[src/rtl/id_rf_sched.sv]
// Decode-stage register-file port scheduler: arbitrates the single RF port between
// write-back and operand reads, and drives load-use stall / jump flush controls.
module id_rf_sched #(
    parameter int unsigned MAX_WB_BURST = 2
) (
    input  logic        clk,
    input  logic        reset,
    input  logic        id_valid,
    input  logic [4:0]  id_rs1,
    input  logic [4:0]  id_rs2,
    input  logic        id_uses_rs2,
    input  logic        ex_mem_read,
    input  logic [4:0]  ex_rd,
    input  logic        wb_valid,
    input  logic [4:0]  wb_rd,
    input  logic [31:0] wb_data,
    output logic        wb_ready,
    input  logic        control_j,
    output logic        rf_op_write,
    output logic [4:0]  rf_write_addr,
    output logic [31:0] rf_write_data,
    output logic [4:0]  rf_read_addr1,
    output logic [4:0]  rf_read_addr2,
    input  logic [31:0] rf_read_value1,
    input  logic [31:0] rf_read_value2,
    output logic [31:0] opnd1,
    output logic [31:0] opnd2,
    output logic        opnd_valid,
    output logic        pc_write,
    output logic        ifid_write,
    output logic        ifid_flush,
    output logic [2:0]  grant_state
);

    typedef enum logic [2:0] {
        GntIdle  = 3'd0,
        GntRd    = 3'd1,
        GntWr    = 3'd2,
        GntStall = 3'd3,
        GntFlush = 3'd4
    } grant_e;

    localparam logic [2:0] MaxBurst = 3'(MAX_WB_BURST);

    grant_e      w_grant;
    grant_e      r_grant;
    logic        w_lu;
    logic        w_wr_ok;
    logic [2:0]  r_burst_cnt;
    logic [31:0] r_opnd1;
    logic [31:0] r_opnd2;
    logic        r_opnd_valid;
    logic [31:0] w_opnd1;
    logic [31:0] w_opnd2;

    assign w_lu = id_valid & ex_mem_read & (ex_rd != 5'd0) &
                  ((ex_rd == id_rs1) | (id_uses_rs2 & (ex_rd == id_rs2)));
    assign w_wr_ok = wb_valid & (~id_valid | (r_burst_cnt < MaxBurst));

    always_comb begin
        w_grant     = GntIdle;
        pc_write    = 1'b1;
        ifid_write  = 1'b1;
        ifid_flush  = 1'b0;
        rf_op_write = 1'b0;
        wb_ready    = 1'b0;
        if (control_j) begin
            w_grant     = GntFlush;
            ifid_flush  = 1'b1;
            ifid_write  = 1'b0;
            rf_op_write = wb_valid;
            wb_ready    = wb_valid;
        end else if (w_lu) begin
            w_grant     = GntStall;
            pc_write    = 1'b0;
            ifid_write  = 1'b0;
            rf_op_write = wb_valid;
            wb_ready    = wb_valid;
        end else if (w_wr_ok) begin
            w_grant     = GntWr;
            rf_op_write = 1'b1;
            wb_ready    = 1'b1;
            pc_write    = ~id_valid;
            ifid_write  = ~id_valid;
        end else if (id_valid) begin
            w_grant = GntRd;
        end
        if (reset) begin
            pc_write    = 1'b0;
            ifid_write  = 1'b0;
            ifid_flush  = 1'b0;
            rf_op_write = 1'b0;
            wb_ready    = 1'b0;
        end
    end

    // Register 0 reads as zero; a pending write to the same register bypasses the RF.
    always_comb begin
        w_opnd1 = rf_read_value1;
        w_opnd2 = rf_read_value2;
        if (id_rs1 == 5'd0) begin
            w_opnd1 = 32'd0;
        end else if (wb_valid && (wb_rd == id_rs1)) begin
            w_opnd1 = wb_data;
        end
        if (id_rs2 == 5'd0) begin
            w_opnd2 = 32'd0;
        end else if (wb_valid && (wb_rd == id_rs2)) begin
            w_opnd2 = wb_data;
        end
    end

    always_ff @(posedge clk or posedge reset) begin
        if (reset) begin
            r_grant      <= GntIdle;
            r_burst_cnt  <= 3'd0;
            r_opnd1      <= 32'd0;
            r_opnd2      <= 32'd0;
            r_opnd_valid <= 1'b0;
        end else begin
            r_grant      <= w_grant;
            r_opnd_valid <= (w_grant == GntRd);
            if (w_grant == GntRd) begin
                r_opnd1 <= w_opnd1;
                r_opnd2 <= w_opnd2;
            end
            if ((w_grant == GntRd) || !id_valid) begin
                r_burst_cnt <= 3'd0;
            end else if ((w_grant == GntWr) && (r_burst_cnt != 3'd7)) begin
                r_burst_cnt <= r_burst_cnt + 3'd1;
            end
        end
    end

    assign rf_write_addr = wb_rd;
    assign rf_write_data = wb_data;
    assign rf_read_addr1 = id_rs1;
    assign rf_read_addr2 = id_rs2;
    assign opnd1         = r_opnd1;
    assign opnd2         = r_opnd2;
    assign opnd_valid    = r_opnd_valid;
    assign grant_state   = r_grant;

endmodule

[config.mk]
export PLATFORM = sky130hd
export DESIGN_NAME = id_rf_sched
export DESIGN_NICKNAME = d
export VERILOG_FILES = /design/src/rtl/id_rf_sched.sv
export SDC_FILE = /design/constraint.sdc
export NUM_CORES = 1
export LEC_CHECK = 0
export BUFFER_PORTS_ARGS = -buffer_cell sky130_fd_sc_hd__buf_4
export CORE_AREA = 4 4 102 124
export CTS_CLUSTER_SIZE = 30
export DETAILED_ROUTE_END_ITERATION = 6
export DIE_AREA = 0 0 106 128
export GPL_TIMING_DRIVEN = 0
export HOLD_SLACK_MARGIN = 0.1
export PLACE_DENSITY = 0.87
export REMOVE_ABC_BUFFERS = 1
export SLEW_MARGIN = 10
export SYNTH_ARGS = -nofsm -noshare
export SYNTH_HDL_FRONTEND = slang
export SYNTH_SLANG_ARGS = --single-unit
[constraint.sdc]
create_clock -name clk -period 3.05 [get_ports clk]
set_input_delay 0.61 -clock clk [delete_from_list [all_inputs] [get_ports clk]]
set_output_delay 0.61 -clock clk [all_outputs]
set_load 0.02 [all_outputs]
# Word-level counts from Yosys, hierarchy flattened
# Index checks and enable logic that the tools add are counted.
# Widths: inputs -> output; s select.
[totals] output_inout_bits=120 register_bits=71 elab_cells=53 inputBits=123
[classes] n_lt_le_gt_ge=1 mux=22 n_bitwise=8 addsub=1 reduce_logical=9 n_eq_ne=7
[ops] cell="$mux 32" count=4
[ops] cell="$eq 5x5->1" count=4
[ops] cell="$mux 1" count=13
[ops] cell="$logic_not 5->1" count=2
[ops] cell="$mux 3" count=3
[ops] cell="$and 1x1->1" count=5
[ops] cell="$reduce_bool 5->1" count=1
[ops] cell="$mux 2" count=2
[ops] cell="$add 3x1->3 const B" count=1
[ops] cell="$eq 3x1->1 const B" count=1
[ops] cell="$eq 3x2->1 const B" count=1
[ops] cell="$logic_and 1x1->1" count=3
[ops] cell="$lt 3x2->1 const B" count=1
[ops] cell="$ne 3x3->1 const B" count=1
[ops] cell="$or 1x1->1" count=2
[ops] cell="$reduce_bool 2->1" count=1
[ops] cell="$logic_not 1->1" count=1
[ops] cell="$logic_or 1x1->1" count=1
[ops] cell="$not 1->1" count=1

# Depth between registers and ports, before layout
[logic_depth] word_depth=10 depth_mapped=7 depth_no_buf=5

# Worst setup path before layout
# No wires, ideal clock.
[synth_timing] path_kind="input port to output port" from="in reset" to="out wb_ready" path_buffers=1 stages=3 t_arrival_ps=2826 required_ps=2440 setup_slack_ps=-386 cell_sequence="inv_1 > o311a_1 > buf_4"
[synth_between] elab_chain_len=1
[synth_rtl] item="start: declaration" line_no="7" rtl="input logic reset,"
[synth_rtl] item="$mux 1"
[synth_rtl] item="end: declaration" line_no="17" rtl="output logic wb_ready,"
# No other way between the ends.

# Final worst setup path
[layout_timing] from="in ex_rd[0]" to="out rf_op_write"
[layout_between] elab_chain_len=7 elab_cells_between_ends=10 classes_between="eq/ne (2); mux (3); bitwise (4); reduce/logical (1)"
[layout_rtl] item="start: declaration" line_no="13" rtl="input logic [4:0] ex_rd,"
[layout_rtl] item="$eq 5x5->1" line_no="57" rtl="((ex_rd == id_rs1) | (id_uses_rs2 & (ex_rd == id_rs2)));"
[layout_rtl] item="$and 1x1->1" line_no="57"
[layout_rtl] item="$or 1x1->1" line_no="57"
[layout_rtl] item="$and 1x1->1 (*)" line_no="56" rtl="assign w_lu = id_valid & ex_mem_read & (ex_rd != 5'd0) &"
[layout_rtl] item="$mux 1 (*)" line_no="73" rtl="end else if (w_lu) begin"
[layout_rtl] item="$mux 1 (*)" line_no="67" rtl="if (control_j) begin"
[layout_rtl] item="$mux 1 (*)" line_no="88" rtl="if (reset) begin"
[layout_rtl] item="end: declaration" line_no="19" rtl="output logic rf_op_write,"
# Mark *: on every way between the ends. The rest lies on a longest branch, timed or not.

==> flow_summary.yaml <==
logic_synthesis:
  yosys_warnings: 0
  synth-seq-cells: 71
  synth_edf_count: 0
  synthFlopType: "dfrtp_1"
  ys_seq_area_share_pct: 39.4
  synth_compound_area_share_pct: 16.6
  syn_area_sq_mm: 0.00451
  synth_top_family_by_area: "compound AO/OA/AOI/OAI gates"
  syn_area_per_cell_sq_um: 9.27
  synthMuxAreaShare_pct: 16.4
  synth-adder-area-share_pct: 0.554
  yosys.area_share.xor_xnor_pct: 3.88
  yosys.area_share.simple_pct: 10.5
  synth_cell_types: 33
  synthArstFlopShare_pct: 100
  netlist_instances: 487
floorplan:
  die_w_um: 106
  rows: 43
  io_pins: 243
  die_h_um: 128
  initial_utilization_pct: 39.6
  die_area_sq_mm: 0.0136
  core_sq_mm: 0.0114
clock_tree:
  clk_pin_slew_ps: 60
  clock_latency_ps: 320
  cts_hold_buf: 0
  post_cts.repair.setup_buffers: 0
  cts_resized: 0
  cts.sinks: 71
  clock_path_buffers: 2
  htreeDepth: 3
  root_buffer: "clkbuf_16"
  cts_buffers: 9
  cts_tree: "done"
critical_path:
  critical_path_depth: 7
  worstPathRequired_ps: 2440
  worstPathArrival_ps: 2150
  critPathSlowestCell: "o311a_1"
  cpPeakStageDelay_ps: 390
  r2r-end: "opnd1[29]"
  worstSetupPathType: "in -> out"
  path_cells: "buf_4 -> or3_1 -> o311a_1 -> inv_1 -> nor2_1 -> o311a_1 -> buf_4"
  crit_fanout: 5
  crit_path_start: "ex_rd[0]"
  r2r_start: "r_burst_cnt[1]"
  start_kind: "input pin"
  r2r_slack_ps: 840
  crit_family: "compound AO/OA/AOI/OAI gates"
  critPathCaptureType: "primary output"
  endpoint: "rf_op_write"
  ff2ff_path_depth: 6
  crit_buf_inv: 3
layout:
  area_growth_pct: 42.3
  n_antenna_cell: 0
  drive_gt1_share_pct: 42.5
  final_cell_mix: "buf_4 (242), dfrtp_1 (71), a21oi_1 (66)"
  final_cell_area_sq_mm: 0.00642
  finalNetCount: 783
  layout_commonest_cell: "buf_4"
placement:
  place.gp.congestion: 0.869
  dp_hpwl_um: 10900
  dp_slack_ps: 20.1
  dpl_cell_area_sq_mm: 0.00613
  port_buffers: 242
sta:
  finalHoldViolCount: 0
  setup_viol: 0
  rsz0062_at_grt: "no"
  setup_slack_ps: 290
  fin_skew_ps: 6.42
  max_freq_mhz: 362
  fin_crit_sh_pct: 90.5
  drv_slew: 0
  maxSlewHeadroom_pct: 21.3
  period_minus_slack_ps: 2760
  worstMarginPinSlew_ps: 1180
route:
  route.detailed.wl_per_inst_um: 18.8
  drt.antenna.violating_nets: 0
  wl_um: 15400
  viasPerCell: 5.47
  firstDrtPassIters: 5
  drtIter0Drc: 247
  vias: 4486
  drcViolationCount: 0
power:
  power.total_mw: 3.50
  power.leakage_nw: 2.86
  vdd_drop_max_uv: 303
  power_density_mw_per_mm2: 545
grt:
  grt_pass1_wl_um: 23700
  grt_pass1_vias: 4615
  grtUsageTotal_pct: 21.7
  overflow: 0
  grt_max_degree: 43
  antenna_found_initial: 0
hold_path:
  min_path_type: "in -> async"
outcome:
  outcome: "complete, no violations"
run:
  cap_viol_max_count: 0
cells in the mapped netlist, types with 2 or more instances:
library cell  count  area share (%)
ha_1              2            0.55
and2_1            2            0.28
clkbuf_1         34             2.8
mux2_2           11             2.7
nand3_1          65             7.2
nand2_1          10            0.83
buf_4            49             8.2
or4_1             2            0.33
xnor2_1          20             3.9
mux2i_1           2            0.44
and4_1            2            0.39
buf_6             5             1.2
mux2_1           53              13
nand4_1           3            0.42
inv_1             5            0.42
o21ai_0          65             7.2
nor2_1            5            0.42
a21oi_1          66             7.3
dfrtp_1          71              39
o311a_1           2            0.44
registers in the layout (all words and copies together), names as in the netlist:
| signal | flops |
|---|---|
| grant_state | 3 |
| r_burst_cnt | 3 |
| opnd_valid | 1 |
| opnd2 | 32 |
| opnd1 | 32 |
layout make-up:
cell class	count	area, sq um
sequential	71	1780
timing repair buffer	249	1950
clock inverter	4	45.0
clock buffer	12	246
tap	157	196
fill	1059	4980
multi-input combinational	322	2190
inverter	5	21.3
layer usage:
layer  up-vias  GRT usage (%)  wire (um)
met4         0           9.15        402
met3        41           3.78       1080
met1      2167           24.6       5720
met5         -              0          0
met2       235           39.9       8190
li1       2043              -          -
through the flow:
stage          TNS, ps  hold WS, ps  instances  utilization [%]
3_3_place_gp   -234850          469        797             52.3
4_1_cts              0          310        820             56.3
3_5_place_dp         0          477        804             53.7
6_report             0          307        820             56.3
5_1_grt              0          333        820             56.3
2_1_floorplan  -102780          523        398                -
kinds of logic (layout without fill, tap and decap cells):
| group | count (synthesis) | after routing |
|---|---|---|
| multiplexers | 66 | 66 |
| AND/OR/NAND/NOR | 93 | 93 |
| AO/OA/AOI/OAI | 141 | 141 |
| buffers and inverters | 94 | 270 |
| adder cells (fa/ha/maj) | 2 | 2 |
| flip-flops | 71 | 71 |
| XOR/XNOR | 20 | 20 |
how the worst min path moves through the flow:
stage / from / end / slack (ps)
after floorplan: r_burst_cnt[0] / r_burst_cnt[0] / 520
after detailed placement: opnd2[4] / opnd2[4] / 480
after CTS: reset / grant_state[0] / 310
final: reset / grant_state[0] / 310
after global placement: opnd1[14] / opnd1[14] / 470
after global routing: reset / grant_state[0] / 330
power by group:
| group | total [mW] | switching (mW) | internal [mW] | leakage [nW] |
|---|---|---|---|---|
| Clock | 1.04 | 0.384 | 0.652 | 0.146 |
| Sequential | 1.23 | 0.0962 | 1.13 | 0.856 |
| Combinational | 1.23 | 0.670 | 0.564 | 1.86 |
| Total | 3.50 | 1.15 | 2.35 | 2.86 |
Note: power is estimated with default switching activity, not from simulation.
